## config.mk

```make
export PLATFORM = sky130hd
export DESIGN_NAME = encoder
export DESIGN_NICKNAME = d
export VERILOG_FILES = /design/src/rtl/encoder_pkg.sv /design/src/rtl/encoder_core.sv /design/src/rtl/encoder.sv
export SDC_FILE = /design/constraint.sdc
export NUM_CORES = 1
export LEC_CHECK = 0
export CELL_PAD_IN_SITES_DETAIL_PLACEMENT = 2
export CELL_PAD_IN_SITES_GLOBAL_PLACEMENT = 2
export CORE_AREA = 10 10 50 56
export CTS_CLUSTER_SIZE = 30
export DETAILED_ROUTE_END_ITERATION = 7
export DIE_AREA = 0 0 60 66
export PLACE_DENSITY = 0.66
export SKIP_CTS_REPAIR_TIMING = 1
export SLEW_MARGIN = 25
export SYNTH_ARGS = -nofsm -noshare
export SYNTH_HDL_FRONTEND = slang
export SYNTH_SLANG_ARGS = --single-unit
```

## constraint.sdc

```tcl
create_clock -name clk -period 1.8 [get_ports clk]
set_input_delay 0.36 -clock clk [delete_from_list [all_inputs] [get_ports clk]]
set_output_delay 0.36 -clock clk [all_outputs]
set_load 0.1 [all_outputs]
```

## src/rtl/encoder_pkg.sv

```systemverilog
// Shared constants and helpers for the priority encoder slice.
// Holds the default request width and the encoded-width calculation.
package encoder_pkg;

   localparam int DEFAULT_DIN_W = 8;
   localparam int MIN_DIN_W     = 2;
   localparam int MAX_DIN_W     = 64;

   // Width of a binary index able to address every bit of a w-bit vector.
   function automatic int enc_width(input int w);
      return (w <= 2) ? 1 : $clog2(w);
   endfunction

   function automatic bit is_legal_width(input int w);
      return (w >= MIN_DIN_W) && (w <= MAX_DIN_W) && ((w & (w - 1)) == 0);
   endfunction

endpackage

```

## src/rtl/encoder_core.sv

```systemverilog
// Combinational priority/occupancy logic: the highest set bit wins, and
// any/multi report whether one or more than one request bit is set.
module encoder_core
   import encoder_pkg::*;
#(
   parameter  int DIN_W  = DEFAULT_DIN_W,
   localparam int DOUT_W = enc_width(DIN_W)
) (
   input  logic [DIN_W-1:0]  din,
   output logic [DOUT_W-1:0] idx,
   output logic              any,
   output logic              multi
);

   // Clearing the lowest set bit leaves a non-zero value only when two or
   // more bits were set, which avoids a full popcount adder tree.
   logic [DIN_W-1:0] low_cleared;

   assign low_cleared = din & (din - DIN_W'(1));
   assign any         = |din;
   assign multi       = |low_cleared;

   always_comb begin
      // NOTE: idx gets a default before the loop so every path assigns it and no latch is inferred.
      idx = '0;
      for (int i = 0; i < DIN_W; i++) begin
         if (din[i]) begin
            idx = DOUT_W'(i);
         end
      end
   end

endmodule

```

## src/rtl/encoder.sv

```systemverilog
// Registered priority encoder: captures din on enabled edges and presents
// the index of the highest set bit plus valid/multi-hot flags.
module encoder
   import encoder_pkg::*;
#(
   parameter  int DIN_W  = DEFAULT_DIN_W,
   localparam int DOUT_W = enc_width(DIN_W)
) (
   input  logic              clk,
   input  logic              rst_n,
   input  logic              en,
   input  logic [DIN_W-1:0]  din,
   output logic [DOUT_W-1:0] dout,
   output logic              valid,
   output logic              multi_err
);

   if (!is_legal_width(DIN_W)) begin : g_bad_width
      $error("encoder: DIN_W must be a power of two between 2 and 64");
   end

   logic [DOUT_W-1:0] core_idx;
   logic              core_any;
   logic              core_multi;

   encoder_core #(
      .DIN_W (DIN_W)
   ) u_core (
      .din   (din),
      .idx   (core_idx),
      .any   (core_any),
      .multi (core_multi)
   );

   // Outputs come straight from these flops; reset wins over en and drops
   // whatever would have been captured on that edge.
   always_ff @(posedge clk) begin
      // NOTE: state updates use non-blocking assignments so every flop samples pre-edge values.
      if (!rst_n) begin
         dout      <= '0;
         valid     <= 1'b0;
         multi_err <= 1'b0;
      end else if (en) begin
         dout      <= core_idx;
         valid     <= core_any;
         multi_err <= core_multi;
      end
   end

endmodule

```

==> impl_results.md <==
- Initial core utilization: around 16%
- Hold Crit Start: dout[2]$_SDFFE_PN0P_
- Total area of sequential cells: approximately 100 um2
- Worst min path class: register to register
- Post-route cell area: a little under 600 um2
- Critical Path Fanout Max: 3
- Initial antenna violation count: 0
- Slew headroom: ~73%
- Top cells by area, synth: dfxtp_1 36%, o21ai_0 11%, a31oi_1 6.8%, nor4_2 4.5%, maj3_2 4.1%
- Die height: 66 um
- Core box area: about 1700 um2
- Detail Route Antenna Nets: 0
- Status: finished, final reports clean
- Achievable clock frequency: a little over 600 MHz
- Register bit total from synthesis: 5
- Cells after synthesis: 34
- CTS root buf: clkbuf_4
- Average size of a mapped cell: between 8 and 9 um2
- CP max-delay cell: clkdlybuf4s50_1
- Setup TNS: 0 ps
- Initial DRC count: 2
- CP Launch Type: primary input
- Final Hold Fails: 0
- Cell Area, Placed: 556 um2
- Asr flop ratio synth: 0%
- Area of the multi-input gates: 165 um2
- Power per standard cell area: between 700 and 800 nW/um2
- Clk_skew: 0 ps
- Placer Congestion: 0.696
- Clock-pin slew on the worst setup and hold paths: 50 ps
- Largest area contributor in the netlist: dfxtp_1
- Inst Count DP: between 70 and 80
- DRT Pass-1 Iters: 4
- H-tree lvl count: 1
- Fin crit share: 90.8%
- PortBufs: 15
- Final WL: 1060 um
- Net count of the mapped netlist: 45
- Commonest cells in the netlist: 6 x o21ai_0, 5 x dfxtp_1, 3 x a31oi_1, 3 x nand2_1
- Utilization after layout: approximately 34%
- Worst-skew pair later-pin latency: 250 ps
- Lkg Pwr: 0.233 nW
- Die width: roughly 60 um
- Clock sink total: 5
- Setup Crit Path Kind: primary input to register
- Largest net degree at the start of global routing: 11
- Final Non-Filler Cells: 78
- Worst VDD drop: around 0.00021 V
- Cell chain of the critical path: clkdlybuf4s50_1 > a2111oi_0 > a21oi_1 > a2bb2oi_1 > o31a_1
- Worst Setup End Kind: register
- Mapped cell area: 277 um2
- R2R Path Start: multi_err$_SDFFE_PN0P_
- Sequential share of the synthesized area: 36.2%
- Synth unique cells: 19
- Fill cells: 194
- Ys flop type: dfxtp_1
- Vias in the first global route: between 400 and 500
- Maximum clock insertion buffer count: 2
- Final setup margin: 166 ps
- CTS tree: yes
- Nets@finish: slightly above 70
- Post-DR vias/cell: about 4.7
- Pins over their slew limit: 0
- Post-synth EDFFs: 0
- Max-cap viol count: 0
- Setup crit start: din[0]
- Place WS: -149 ps
- Post-synth top area share: 36.2%
- Yosys warns: 0
- Count leader, synth: o21ai_0
- Row count: 16
- Total number of vias: about 370
- Final routed DRC violation total: 0
- I/O pins: 16
- First-pass GRT wire length: ~1700 um
- Final setup violating endpoints: 0
- Critical path arrival: between 1500 and 2000 ps
- Wire per inst: around 14 um
- Required @ worst endpoint: 1940 ps
- Slew @ Worst Pin: ~400 ps
- RSZ-0062 raised after global routing: no
- Share of cells above drive strength 1: a little under a third
- Minimum clock period: roughly 1600 ps
- Total grt overflow: 0
- Die ar.: 3960 um2
- TritonCTS buffer count: 3
- CP max stage delay: approximately 460 ps
- GRT Total Usage: between 5 and 6%
- Area grow syn2layout: 110%
- Antenna Cells: 0
==> cells in the final DEF, fill, tap and decap left out <==
master           Yosys  routed
clkdlybuf4s50_1      0      10
buf_4                0       8
o21ai_0              6       6
dfxtp_1              5       5
buf_12               0       5
a31oi_1              3       3
nand2_1              3       3
clkbuf_4             0       3
inv_1                2       2
a21oi_1              2       2
nor2_2               1       1
nor2_1               1       1
nand2b_1             1       1
o21bai_1             1       1
nor4_2               1       1
a41oi_1              1       1
a2111oi_0            1       1
nor3_1               1       1
a2bb2oi_1            1       1
maj3_2               1       1
o21a_1               1       1
o31a_1               1       1
clkbuf_1             1       1
==> cells by family after synthesis <==
group	after synthesis	share of synthesized area (%)
flip-flops	5	36.2
adder cells (fa/ha/maj)	1	4.07
AO/OA/AOI/OAI	17	39.4
AND/OR/NAND/NOR	8	16.3
buffers and inverters	3	4.07
==> metal layers <==
layer | GRT usage (%) | wire, um | up-vias
li1 | - | - | 181
met2 | 8.76 | 491 | 16
met3 | 2.88 | 110 | 4
met1 | 4.84 | 425 | 168
met5 | 0 | 0 | -
met4 | 5.06 | 33 | 0
==> where the power goes <==
| part | internal, mW | total (mW) | switching [mW] |
|---|---|---|---|
| clock network | 0.0840 | 0.134 | 0.0496 |
| registers | 0.120 | 0.128 | 0.00814 |
| logic | 0.0740 | 0.168 | 0.0939 |
| total | 0.278 | 0.429 | 0.152 |
==> state kept, by name, summed over array words and instances (netlist names) <==
signal,flops
dout,3
multi_err,1
valid,1
==> through the flow <==
stage	hold slack (ps)	power [mW]
2_1_floorplan	498	0.211
3_3_place_gp	560	0.298
3_5_place_dp	570	0.300
4_1_cts	580	0.436
5_1_grt	597	0.453
6_report	571	0.429
==> cell type report <==
type                    instances  share of cell area (%)
clock buffers                   4                    4.52
inverters                       2                    1.29
multi-input cells              26                    28.4
flip-flops and latches          5                    17.2
well taps                      18                    3.87
repair buffers                 23                    44.7
==> final timing paths <==
kind | to | slack, ps | cells past startpoint
setup / recovery | multi_err$_SDFFE_PN0P_ | 170 | 5
hold / removal | dout[2]$_SDFFE_PN0P_ | 570 | 2
hold reg to reg | dout[2]$_SDFFE_PN0P_ | 570 | 2
setup reg to reg | multi_err$_SDFFE_PN0P_ | 1070 | 2
==> worst max-delay path, delay by kind of cell <==
kind            cells  cell delay (ps)
compound gates      4              960
buf+inv             1              460
(Power assumes the default switching activity.)
